<file path="config.mk">
export PLATFORM = sky130hd
export DESIGN_NAME = single_predict_seq
export DESIGN_NICKNAME = d
export VERILOG_FILES = /design/src/rtl/single_predict_pkg.sv /design/src/rtl/single_predict_seq_argmax.sv /design/src/rtl/single_predict_seq.sv
export SDC_FILE = /design/constraint.sdc
export NUM_CORES = 1
export LEC_CHECK = 0
export ABC_AREA = 1
export CAP_MARGIN = 20
export CORE_UTILIZATION = 40
export CTS_CLUSTER_DIAMETER = 200
export CTS_CLUSTER_SIZE = 28
export DETAILED_ROUTE_END_ITERATION = 7
export GPL_TIMING_DRIVEN = 0
export HOLD_SLACK_MARGIN = 0.03
export PLACE_DENSITY = 0.72
export SLEW_MARGIN = 25
export SYNTH_ARGS = -nofsm -noshare
export SYNTH_HDL_FRONTEND = slang
export SYNTH_SLANG_ARGS = --single-unit
</file>
<file path="constraint.sdc">
create_clock -name clk -period 8.1 [get_ports clk]
set_clock_uncertainty 0.2 [all_clocks]
set_input_delay 1.62 -clock clk [delete_from_list [all_inputs] [get_ports clk]]
set_output_delay 1.62 -clock clk [all_outputs]
set_load 0.1 [all_outputs]
</file>
<file path="src/rtl/single_predict_pkg.sv">
// Shared types and helpers for the single-precision MLP inference sequencer.
package single_predict_pkg;

  typedef enum logic [2:0] {
    IDLE,
    L1_ISSUE,
    L1_DRAIN,
    L2_ISSUE,
    L2_DRAIN,
    DONE
  } state_t;

  localparam int FP32_SIGN = 31;

  // Maps an FP32 bit pattern onto an unsigned key that orders like the float value.
  // Negatives invert completely and positives flip the sign bit.
  // As a result -0.0 sorts just below +0.0.
  function automatic logic [31:0] float_key(input logic [31:0] f);
    return f[FP32_SIGN] ? ~f : (f ^ 32'h8000_0000);
  endfunction

endpackage

</file>
<file path="src/rtl/single_predict_seq_argmax.sv">
// Running argmax over FP32 outputs; the first write is taken unconditionally and ties keep the lowest index.
module float_argmax
  import single_predict_pkg::*;
#(
  parameter int OW = 4
) (
  input  logic          clk,
  input  logic          rst,
  input  logic          clr,
  input  logic          we,
  input  logic [OW-1:0] idx,
  input  logic [31:0]   data,
  output logic [OW-1:0] best_idx
);

  logic          r_have;
  logic [31:0]   r_key;
  logic [OW-1:0] r_idx;
  logic [31:0]   w_key;

  assign w_key    = float_key(data);
  assign best_idx = r_idx;

  // Track the best key seen since the last clear; only a strictly greater key replaces it.
  always_ff @(posedge clk) begin
    if (rst || clr) begin
      r_have <= 1'b0;
      r_key  <= '0;
      r_idx  <= '0;
    end else if (we && (!r_have || (w_key > r_key))) begin
      r_have <= 1'b1;
      r_key  <= w_key;
      r_idx  <= idx;
    end
  end

endmodule

</file>
<file path="src/rtl/single_predict_seq.sv">
// Two-layer MLP sequencer: issues one MAC op per weight, collects results in order, ReLUs the hidden layer, argmaxes the output layer.
module single_predict_seq
  import single_predict_pkg::*;
#(
  parameter  int LAYER1_NEURONS = 784,
  parameter  int LAYER2_NEURONS = 50,
  parameter  int OUTPUT_NODES   = 10,
  localparam int IW = $clog2(LAYER1_NEURONS),
  localparam int HW = $clog2(LAYER2_NEURONS),
  localparam int OW = $clog2(OUTPUT_NODES)
) (
  input  logic          clk,
  input  logic          rst,
  input  logic          start,
  output logic          busy,
  output logic          done,
  output logic          mac_valid,
  input  logic          mac_ready,
  output logic          mac_layer,
  output logic [IW-1:0] mac_in,
  output logic [HW-1:0] mac_neu,
  output logic          mac_first,
  output logic          mac_last,
  input  logic          res_valid,
  input  logic [31:0]   res_data,
  output logic          h_we,
  output logic [HW-1:0] h_addr,
  output logic [31:0]   h_data,
  output logic          y_we,
  output logic [OW-1:0] y_addr,
  output logic [31:0]   y_data,
  output logic [OW-1:0] class_idx,
  output logic          err
);

  localparam logic [IW-1:0] L1_IN_MAX  = IW'(LAYER1_NEURONS - 1);
  localparam logic [IW-1:0] L2_IN_MAX  = IW'(LAYER2_NEURONS - 1);
  localparam logic [HW-1:0] L1_NEU_MAX = HW'(LAYER2_NEURONS - 1);
  localparam logic [HW-1:0] L2_NEU_MAX = HW'(OUTPUT_NODES - 1);
  localparam logic [OW-1:0] Y_LAST     = OW'(OUTPUT_NODES - 1);

  state_t        r_state;
  logic          r_busy, r_done, r_err;
  logic          r_mac_valid, r_mac_layer, r_first, r_last;
  logic [IW-1:0] r_i;
  logic [HW-1:0] r_j, r_rcnt, r_h_addr;
  logic [HW:0]   r_out;
  logic          r_h_we, r_y_we;
  logic [OW-1:0] r_y_addr;
  logic [31:0]   r_h_data, r_y_data;

  logic          w_xfer, w_start_acc, w_inc, w_res_ok, w_in_l1;
  logic [IW-1:0] w_i_nxt, w_in_max;
  logic [HW-1:0] w_neu_max;

  assign w_xfer      = r_mac_valid & mac_ready;
  assign w_start_acc = (r_state == IDLE) & start;
  assign w_inc       = w_xfer & r_last;
  assign w_res_ok    = res_valid & (r_out != '0);
  assign w_in_l1     = (r_state == L1_ISSUE) | (r_state == L1_DRAIN);
  assign w_i_nxt     = r_i + IW'(1);
  assign w_in_max    = r_mac_layer ? L2_IN_MAX  : L1_IN_MAX;
  assign w_neu_max   = r_mac_layer ? L2_NEU_MAX : L1_NEU_MAX;

  // Sequencer FSM: op issue, result write-back, outstanding tracking and error flag.
  always_ff @(posedge clk) begin
    if (rst) begin
      r_state     <= IDLE;
      r_busy      <= 1'b0;
      r_done      <= 1'b0;
      r_err       <= 1'b0;
      r_mac_valid <= 1'b0;
      r_mac_layer <= 1'b0;
      r_first     <= 1'b0;
      r_last      <= 1'b0;
      r_i         <= '0;
      r_j         <= '0;
      r_rcnt      <= '0;
      r_out       <= '0;
      r_h_we      <= 1'b0;
      r_h_addr    <= '0;
      r_h_data    <= '0;
      r_y_we      <= 1'b0;
      r_y_addr    <= '0;
      r_y_data    <= '0;
    end else begin
      r_h_we <= 1'b0;
      r_y_we <= 1'b0;
      r_done <= 1'b0;
      r_out  <= r_out + (HW+1)'(w_inc) - (HW+1)'(w_res_ok);

      // A result with nothing outstanding is stray; flag it and drop the data.
      if (res_valid && !w_res_ok) r_err <= 1'b1;
      if (w_res_ok) begin
        r_rcnt <= r_rcnt + HW'(1);
        if (w_in_l1) begin
          r_h_we   <= 1'b1;
          r_h_addr <= r_rcnt;
          r_h_data <= res_data[FP32_SIGN] ? 32'h0 : res_data;
        end else begin
          r_y_we   <= 1'b1;
          r_y_addr <= r_rcnt[OW-1:0];
          r_y_data <= res_data;
        end
      end

      case (r_state)
        IDLE: if (start) begin
          r_state     <= L1_ISSUE;
          r_busy      <= 1'b1;
          r_err       <= 1'b0;
          r_mac_valid <= 1'b1;
          r_mac_layer <= 1'b0;
          r_i         <= '0;
          r_j         <= '0;
          r_first     <= 1'b1;
          r_last      <= (L1_IN_MAX == '0);
          r_rcnt      <= '0;
        end
        L1_ISSUE, L2_ISSUE: if (w_xfer) begin
          if (r_last && (r_j == w_neu_max)) begin
            r_mac_valid <= 1'b0;
            r_first     <= 1'b0;
            r_last      <= 1'b0;
            r_i         <= '0;
            r_j         <= '0;
            r_state     <= (r_state == L1_ISSUE) ? L1_DRAIN : L2_DRAIN;
          end else if (r_last) begin
            r_i     <= '0;
            r_j     <= r_j + HW'(1);
            r_first <= 1'b1;
            r_last  <= (w_in_max == '0);
          end else begin
            r_i     <= w_i_nxt;
            r_first <= 1'b0;
            r_last  <= (w_i_nxt == w_in_max);
          end
        end
        // Layer 2 starts only once the final hidden write has been presented.
        L1_DRAIN: if (r_h_we && (r_h_addr == L1_NEU_MAX)) begin
          r_state     <= L2_ISSUE;
          r_mac_valid <= 1'b1;
          r_mac_layer <= 1'b1;
          r_i         <= '0;
          r_j         <= '0;
          r_first     <= 1'b1;
          r_last      <= (L2_IN_MAX == '0);
          r_rcnt      <= '0;
        end
        L2_DRAIN: if (r_y_we && (r_y_addr == Y_LAST)) begin
          r_state <= DONE;
          r_done  <= 1'b1;
        end
        DONE: begin
          r_state <= IDLE;
          r_busy  <= 1'b0;
        end
        default: r_state <= IDLE;
      endcase
    end
  end

  float_argmax #(.OW(OW)) u_argmax (
    .clk      (clk),
    .rst      (rst),
    .clr      (w_start_acc),
    .we       (r_y_we),
    .idx      (r_y_addr),
    .data     (r_y_data),
    .best_idx (class_idx)
  );

  assign busy      = r_busy;
  assign done      = r_done;
  assign err       = r_err;
  assign mac_valid = r_mac_valid;
  assign mac_layer = r_mac_layer;
  assign mac_in    = r_i;
  assign mac_neu   = r_j;
  assign mac_first = r_first;
  assign mac_last  = r_last;
  assign h_we      = r_h_we;
  assign h_addr    = r_h_addr;
  assign h_data    = r_h_data;
  assign y_we      = r_y_we;
  assign y_addr    = r_y_addr;
  assign y_data    = r_y_data;

endmodule

</file>
* Yosys cells after proc, flatten, opt, wreduce, memory -nomap -nowiden
Index checks and enable logic that the tools add are counted.
** Cells by class
- $add $sub $neg :: 5
- $mul :: 0
- Divide/modulo/power cells :: 0
- $lt $le $gt $ge :: 1
- Equality and inequality tests :: 15
- Shift operators :: 0
- Multiplexer cells :: 50
- Bitwise gates (word level) :: 10
- Reduce and logical (&&, ||, !) cells :: 26
** Operators by type and width (number)
- 2-to-1 mux 10 bit :: 6
- 2-to-1 mux 6 bit :: 9
- > comparator 32 bit :: 1
- 2-to-1 mux 32 bit :: 1
- inverter 32 bit :: 1
- 2-to-1 mux 31 bit :: 1
- one-hot mux 10 bit (3 select lines) :: 1
- 2-to-1 mux 1 bit :: 18
- 2-to-1 mux 3 bit :: 6
- one-hot mux 6 bit (3 select lines) :: 1
- AND reduction 5 bit :: 3
- adder 6 x 1 -> 6 bit, second input constant :: 2
- one-hot mux 3 bit (4 select lines) :: 1
- one-hot mux 6 bit (2 select lines) :: 1
- adder 10 x 1 -> 10 bit, second input constant :: 1
- == test 10 bit :: 1
- zero test 10 bit :: 1
- one-hot mux 1 bit (3 select lines) :: 3
- inequality test 2 bit, second input constant :: 4
- adder 7 x 1 -> 7 bit :: 1
- nonzero test 7 bit :: 1
- subtractor 7 x 1 -> 7 bit :: 1
- == test 3 x 2 -> 1 bit, second input constant :: 2
- == test 3 bit, second input constant :: 2
- 20 further kinds :: 38
** Word-level totals
- Flip-flop bits (word level) :: 152
- Latch bits :: 0
- Memory bits (writable) :: 0
- Memory bits (read-only) :: 0
- Bits of input ports :: 37
- Word-level logic and storage cells :: 128
- Memories :: 0

* Logic depth before layout (Yosys ltp)
Gate-level depths: netlist of the first run.
- Depth in word-level cells :: 7
- Depth in mapped cells :: 22
- Mapped depth without buffers :: 20

* Hierarchy
Synthesis of the first run repeated with hierarchy kept, for this count alone.
** Unflattened totals
- Cells, all modules :: 1080
- Area total of the unflattened synthesis :: 7587.3 um^2
** Modules (own cells, without submodules)
- single_predict_seq :: times used 1, cells each 675, area each 4913.5 um^2
- float_argmax :: times used 1, cells each 405, area each 2673.8 um^2

* Least setup slack after synthesis of the first run
Ideal clock, no wire load.
- Path type :: in2reg
- Start point :: in res_valid
- End point :: reg r_out[6]
- Arrival :: 3.446 ns
- Required time :: 7.830 ns
- Setup slack :: 4.385 ns
- Cell stages on the path :: 14
- Path buffers :: 0
- Cells stage by stage :: nand2_1 > inv_2 > ha_1 > inv_1 > ha_1 > inv_1 > fa_1 > nor3_1 > a211oi_1 > nor2_1 > nor2_1 > o21bai_1 > o21ai_0 > a21oi_1
** Between the ends
- Word-level cells in the longest chain between the ends :: 2
** RTL lines
- from (decl) :: line single_predict_seq.sv:24 : input logic res_valid,
- bitwise AND 1 bit :: line single_predict_seq.sv:59 : assign w_res_ok = res_valid & (r_out != '0);
- subtractor 7 x 1 -> 7 bit :: line single_predict_seq.sv:90 : r_out <= r_out + (HW+1)'(w_inc) - (HW+1)'(w_res_ok);
- to (signal assigned) :: line single_predict_seq.sv:90
- to (decl) :: line single_predict_seq.sv:47 : logic [HW:0] r_out;
No other way between the ends.
A chain may end at the register's enable or synchronous reset.

* Worst setup path in the final report of the first run
Ends and elaborated chain as after synthesis.

==> results of run 1 <==
[per-stage QoR]
stage	cell area, µm²	worst slack [ns]	cells	hold slack, ns
2_1_floorplan	7510	4.38	1035	0.252
3_3_place_gp	9180	3.70	1402	0.239
3_5_place_dp	9180	3.65	1402	0.248
4_1_cts	9770	4.09	1434	0.257
5_1_grt	9770	3.88	1434	0.280
6_report	9770	4.07	1434	0.255
[cells in the mapped netlist]
| master | count | share of area [%] |
|---|---|---|
| a21oi_2 | 1 | 0.12 |
| nand3b_1 | 3 | 0.30 |
| nor3_2 | 2 | 0.27 |
| buf_4 | 5 | 0.50 |
| buf_2 | 21 | 1.4 |
| ha_1 | 45 | 7.5 |
| inv_2 | 10 | 0.50 |
| inv_1 | 115 | 5.7 |
| nand3_1 | 113 | 7.5 |
| clkbuf_1 | 14 | 0.70 |
| and3_1 | 1 | 0.083 |
| nand3_2 | 1 | 0.13 |
| a211oi_1 | 3 | 0.30 |
| nor2_1 | 138 | 6.9 |
| o31ai_1 | 1 | 0.10 |
| o21ai_1 | 3 | 0.20 |
| nor2_2 | 7 | 0.58 |
| nand2_1 | 170 | 8.5 |
| clkinv_1 | 1 | 0.050 |
| conb_1 | 1 | 0.050 |
| a21oi_1 | 84 | 5.6 |
| nand4_1 | 6 | 0.50 |
| nand2_2 | 3 | 0.25 |
| o22ai_1 | 2 | 0.17 |
| or2_0 | 1 | 0.083 |
| nor3b_1 | 4 | 0.40 |
| xor2_1 | 8 | 0.93 |
| o21a_1 | 1 | 0.10 |
| nor3_1 | 13 | 0.87 |
| o21bai_1 | 4 | 0.40 |
| xnor2_1 | 34 | 4.0 |
| fa_1 | 1 | 0.27 |
| a21o_1 | 1 | 0.10 |
| nor2_4 | 2 | 0.30 |
| dfxtp_1 | 151 | 40 |
| o21ai_0 | 51 | 3.4 |
| buf_1 | 11 | 0.55 |
| o21ai_2 | 2 | 0.23 |
| nand2_4 | 1 | 0.15 |
[power by group]
group	internal, mW	total, mW	switching (mW)	leakage (nW)
Clock	0.485	0.800	0.315	0.270
Combinational	0.709	2.42	1.72	2.62
Sequential	0.917	1.08	0.160	1.23
Total	2.11	4.30	2.19	4.12
[routing by layer]
metal  track usage [%]  wire length (µm)
met1              28.7              9730
met2              35.2              9170
met3              3.28               790
met4              7.54               461
met5                 0                 0
[final timing paths]
check | startpoint | to | slack (ns) | cells after the start
worst max register to register | y_data[31]$_SDFFE_PP0P_ | u_argmax.best_idx[3]$_SDFFE_PP0P_ | 4.75 | 19
worst min register to register | err$_SDFF_PP0_ | err$_SDFF_PP0_ | 0.25 | 2
worst min-delay path | err$_SDFF_PP0_ | err$_SDFF_PP0_ | 0.25 | 2
worst max-delay path | res_valid | r_out[6]$_SDFF_PP0_ | 4.07 | 15
[registers in the layout, indices dropped and copies added, names as in the netlist]
signal / cells
u_argmax.r_key: 32
y_data: 32
h_data: 31
mac_in: 10
r_out: 7
h_addr: 6
mac_neu: 6
r_rcnt: 6
u_argmax.best_idx: 4
y_addr: 4
r_state: 3
busy: 1
done: 1
err: 1
h_we: 1
mac_first: 1
mac_last: 1
mac_layer: 1
mac_valid: 1
u_argmax.r_have: 1
y_we: 1
[kinds of logic (layout without fill, tap and decap cells)]
| logic type | count (synthesis) | after routing | synth area share, % |
|---|---|---|---|
| compound gates | 153 | 153 | 10.7 |
| xor+xnor | 42 | 42 | 4.90 |
| fa+ha+maj | 46 | 46 | 7.77 |
| buf+inv | 177 | 347 | 9.45 |
| flops | 151 | 151 | 40.3 |
| other cells | 1 | 1 | 0.0500 |
| simple gates | 465 | 465 | 26.9 |
[worst max-delay path: cells and delay by family]
kind | cells | cell delay (ns)
AO/OA/AOI/OAI | 4 | 0.49
buffers and inverters | 4 | 0.78
AND/OR/NAND/NOR | 4 | 0.50
adder cells (fa/ha/maj) | 3 | 0.79
[final cells by class]
cell class              instances  share of cell area (%)
clock buffers                  21                    4.51
inverters                     126                    4.84
well taps                     229                    2.93
multi-input cells             707                    38.7
plain buffers                  51                    2.42
repair buffers                138                    14.1
clock inverters                11                    1.54
flip-flops and latches        151                    31.0
==> reports/qor.yml, run 1 <==
critPathMaxFanout: 7
vias_per_cell: 4.86
period_needed_ns: 4.03
yosysWarnings: 0
start_util_pct: 41.4
drcViolationCount: 0
critical_path_class: "input pin to flip-flop"
ioPinCount: 140
track_usage_pct: 21.5
cts-root-buf: "clkbuf_16"
cp.arrival_ns: 4.19
design.die.area_um2: 19300
maxCapViolations: 0
regArea_um2: 3020
report.power.total_mw: 4.30
synth_fp_nets: 1118
hold_class: "flip-flop to flip-flop"
diodes: 0
cp.required_ns: 8.25
endpoint_kind: "flip-flop"
cp_slowest_stage_delay_ns: 0.50
port_buffers: 138
tns_ns: 0
post-route-util_pct: 53.8
grt_max_degree: 17
synthDistinctLibCells: 39
cts_made_buffers: 17
rsz0062_at_grt: "no"
dr.pass1.iters: 7
final_cell_mix: "nand2_1 (170), dfxtp_1 (151), nor2_1 (138), clkdlybuf4s50_1 (138), inv_1 (115)"
path_clk_slew_ns: 0.06
critical_path.slowest_cell: "clkdlybuf4s50_1"
hold_viol_final: 0
worstMarginPinSlew_ns: 1.06
htreeDepth: 4
antenna_found_initial: 0
die_w_um: 139
cts_setup_buffers: 0
clockBufferDepth: 2
crit_path_start_kind: "input pin"
rows: 49
area_delta_synth_final_pct: 30.1
fillers: 1741
status: "complete, no violations"
synth_cells: 1035
wirelength_um: 20100
place_congestion: 0.846
fmax_mhz: 248
peakVddDrop_mv: 0.266
grt_pass1_vias: 6676
finalNetCount: 1275
vias: 6975
synth.avg_cell_area_um2: 7.25
grt-ovfl-total: 0
finalSetupViolations: 0
drtAntennaViolNets: 0
multi_input_area_um2: 3770
synth_seq_area_share_pct: 40.3
cts_tree: "done"
slew_headroom_pct: 29.0
hpwlAfterDp_um: 15200
power_density_nw_per_um2: 440
first_iter_violations: 442
synth_area_um2: 7510
ctsResizeCount: 0
final_layout_size_suffix_gt1_share_pct: 6.89
final_common_cell: "nand2_1"
crit_chain: "clkdlybuf4s50_1, nand2_1, inv_2, ha_1, inv_1, ha_1, inv_1, fa_1, nor3_1, a211oi_1, nor2_1, nor2_1, o21bai_1, o21ai_0, a21oi_1"
grt_pass1_wl_um: 33500
core_area_um2: 18100
hold_buffers: 0
ys_ff_latch: 151
finalCritPeriodShare_pct: 49.8
dieHeight_um: 139
worstSkewPairLatency_ns: 0.42
drt-wirelength-per-cell_um: 14.0
drv_slew: 0
cts_sinks: 151
leakage_nw: 4.12
Power figures use the tool's default switching activity.
==> inputs of run 2 (changes only) <==
==> constraint.sdc (replaced) <==
create_clock -name clk -period 4.1 [get_ports clk]
set_clock_uncertainty 0.2 [all_clocks]
set_input_delay 0.82 -clock clk [delete_from_list [all_inputs] [get_ports clk]]
set_output_delay 0.82 -clock clk [all_outputs]
set_load 0.1 [all_outputs]
==> results of run 2 <==
Same layout as run 1 (identical final DEF). Status: complete, no violations.
Main changes from that run: setup slack after placement 3.65 ns -> 0.455 ns; setup slack after layout 4.07 ns -> 0.746 ns; start point of the critical path res_valid -> y_data[31]$_SDFFE_PP0P_; end point of the critical path r_out[6]$_SDFF_PP0_ -> u_argmax.best_idx[3]$_SDFFE_PP0P_; register-to-register setup slack 4.75 ns -> 0.75 ns; total power 4.30 mW -> 8.50 mW; worst IR drop on VDD 0.266 mV -> 0.526 mV
==> inputs of run 3 (changes only) <==
--- a/config.mk
+++ b/config.mk
@@ -13,7 +13,7 @@
 export DETAILED_ROUTE_END_ITERATION = 7
 export GPL_TIMING_DRIVEN = 0
 export HOLD_SLACK_MARGIN = 0.03
-export PLACE_DENSITY = 0.72
+export PLACE_DENSITY = 0.74
 export SLEW_MARGIN = 25
 export SYNTH_ARGS = -nofsm -noshare
 export SYNTH_HDL_FRONTEND = slang
==> constraint.sdc (replaced) <==
create_clock -name clk -period 2.8 [get_ports clk]
set_clock_uncertainty 0.2 [all_clocks]
set_input_delay 0.56 -clock clk [delete_from_list [all_inputs] [get_ports clk]]
set_output_delay 0.56 -clock clk [all_outputs]
set_load 0.1 [all_outputs]
==> reports/qor.yml, run 3 (same netlist as run 1, synthesis figures left out) <==
cts_sinks: 151  # unchanged
final_layout_size_suffix_gt1_share_pct: 16.1  # +9.2 points
critical_path_class: "flip-flop to flip-flop"
finalCritPeriodShare_pct: 105
first_iter_violations: 581  # +31%
endpoint_kind: "flip-flop"
critPathMaxFanout: 7
cp.arrival_ns: 3.06
place_congestion: 0.861  # +1.7%
hpwlAfterDp_um: 15700  # +3.2%
track_usage_pct: 22.3  # +0.85 points
final_common_cell: "nand2_1"
worstSkewPairLatency_ns: 0.43  # about the same
power_density_nw_per_um2: 1300
vias_per_cell: 5.19  # +6.7%
wirelength_um: 23500  # +17%
reg2reg_to: "u_argmax.r_key[22]$_SDFFE_PP0P_"
clockBufferDepth: 2  # unchanged
diodes: 0  # unchanged
violations: "setup timing"
drcViolationCount: 0  # unchanged
hold_buffers: 0  # unchanged
period_needed_ns: 2.94
drv_slew: 0  # unchanged
path_clk_slew_ns: 0.06  # about the same
grt_use_met1_pct: 29.2  # +0.57 points
rows: 49  # unchanged
grt_use_met2_pct: 35.7  # +0.43 points
cts_made_buffers: 17  # unchanged
finalNetCount: 1290  # +1.2%
fin_ws_ns: -0.142
crit_start: "y_data[31]$_SDFFE_PP0P_"
grt_pass1_vias: 6747  # +1.1%
maxCapViolations: 0  # unchanged
hold_class: "flip-flop to flip-flop"
use_met3_pct: 3.83  # +0.55 points
grt_pass1_wl_um: 34300  # +2.1%
peakVddDrop_mv: 0.591
cts_tree: "done"
fillers: 1535  # -12%
design.die.area_um2: 19300  # unchanged
port_buffers: 138  # unchanged
slew_headroom_pct: 28.2  # -0.85 points
cts-root-buf: "clkbuf_16"
area_delta_synth_final_pct: 42.9
report.power.total_mw: 14.0
finalSetupViolations: 36  # +36
dr.pass1.iters: 7  # unchanged
core_area_um2: 18100  # unchanged
stdcell_count: 1449  # +1.0%
ioPinCount: 140  # unchanged
hold_viol_final: 0  # unchanged
r2r_slack_ns: -0.14
htreeDepth: 4  # unchanged
worstSetupEndpoint: "u_argmax.r_key[22]$_SDFFE_PP0P_"
die_w_um: 139  # unchanged
crit_path_start_kind: "flip-flop"
status: "complete, but fails checks"
dieHeight_um: 139  # unchanged
start_util_pct: 41.4  # unchanged
rsz0062_at_grt: "yes"
cp.required_ns: 2.92
worstMarginPinSlew_ns: 1.07  # +0.0128 ns
final_cell_mix: "nand2_1 (162), nor2_1 (132), dfxtp_1 (129), clkdlybuf4s50_1 (111)"
vias: 7521  # +7.8%
fmax_mhz: 340
leakage_nw: 4.70  # +14%
top_usage_layer: "met2"
drtAntennaViolNets: 0  # unchanged
grt_max_degree: 17  # unchanged
placed_cells: 1402  # unchanged
antenna_found_initial: 0  # unchanged
ff2ff_path_depth: 16  # -3
r2r-start: "y_data[31]$_SDFFE_PP0P_"
grt-ovfl-total: 0  # unchanged
drt-wirelength-per-cell_um: 16.2  # +16%
==> run 3: changes by cell type in the layout (fill, tap and decap cells not counted), moves of 13 or more <==
cell             before  now
clkdlybuf4s50_1     138  111
dlymetal6s2s_1        0   16
dfxtp_1             151  129
dfxtp_2               0   21
xnor2_1              34   15
ha_1                 45   32
==> run 3: how the worst min path moves through the flow <==
stage | depth (start not counted) | slack [ns] | startpoint | endpoint
after global placement | 2 | 0.26 | h_data[8]$_SDFFE_PP0P_ | h_data[8]$_SDFFE_PP0P_
final | 2 | 0.27 | mac_first$_SDFFE_PP0P_ | mac_first$_SDFFE_PP0P_
after floorplan | 2 | 0.25 | u_argmax.r_key[10]$_SDFFE_PP0P_ | u_argmax.r_key[10]$_SDFFE_PP0P_
after CTS | 2 | 0.27 | mac_first$_SDFFE_PP0P_ | mac_first$_SDFFE_PP0P_
after detailed placement | 2 | 0.26 | h_data[28]$_SDFFE_PP0P_ | h_data[28]$_SDFFE_PP0P_
after global routing | 2 | 0.29 | h_data[16]$_SDFFE_PP0P_ | h_data[16]$_SDFFE_PP0P_
==> run 3: timing repair <==
action / CTS / global route
buffers inserted: 1 / 8
setup endpoints to repair: 48 / 43
resized for setup: 36 / 122
pin swaps: 2 / 30
cloned: 0 / 7
==> run 3: report_power, final <==
| group | total, mW | switching, mW | internal, mW |
|---|---|---|---|
| Combinational | 8.32 | 5.59 | 2.74 |
| Sequential | 3.27 | 0.582 | 2.68 |
| Clock | 2.38 | 0.946 | 1.44 |
| Total | 14.0 | 7.11 | 6.86 |
==> run 3: final cells by class <==
class / count / area [µm²] / area share (%)
Inverter: 126 / 475 / 4.43
Multi-Input combinational cell: 708 / 4330 / 40.4
Clock inverter: 9 / 114 / 1.06
Timing Repair Buffer: 153 / 1630 / 15.2
Clock buffer: 23 / 498 / 4.64
Buffer: 50 / 337 / 3.14
Sequential cell: 151 / 3050 / 28.5
Tap cell: 229 / 287 / 2.67
==> run 3: metal layers <==
layer	wire length, µm	vias up
met5	0	-
met4	909	0
met3	1100	58
met2	11200	246
met1	10300	3535
li1	-	3682
==> run 3: worst max-delay path: stages (launching register included) <==
cell and delay, ns:
dfxtp_4 0.41, buf_8 0.16, xnor2_1 0.22, inv_1 0.08, ha_1 0.29, nand2_1 0.10, nor2_2 0.16, nand4_1 0.18
nor2_2 0.18, nand2_1 0.09, nand2_2 0.10, nand2_4 0.10, nand2_8 0.11, buf_8 0.12, nand3_1 0.11, nand2_1 0.15
nor2_1 0.05
==> run 3: through the flow <==
stage / utilization (%) / cell area, µm² / setup slack [ns] / setup TNS (ns) / hold WS, ns
finish: 59.1 / 10700 / -0.142 / -1.87 / 0.269
global route: 59.1 / 10700 / -0.189 / -4.98 / 0.285
CTS: 54.6 / 9920 / -0.0318 / -0.0318 / 0.271
detailed placement: 50.7 / 9210 / -0.618 / -9.16 / 0.261
global placement: 50.7 / 9210 / -0.565 / -6.20 / 0.257
floorplan: - / 7540 / -0.00214 / -0.00214 / 0.252
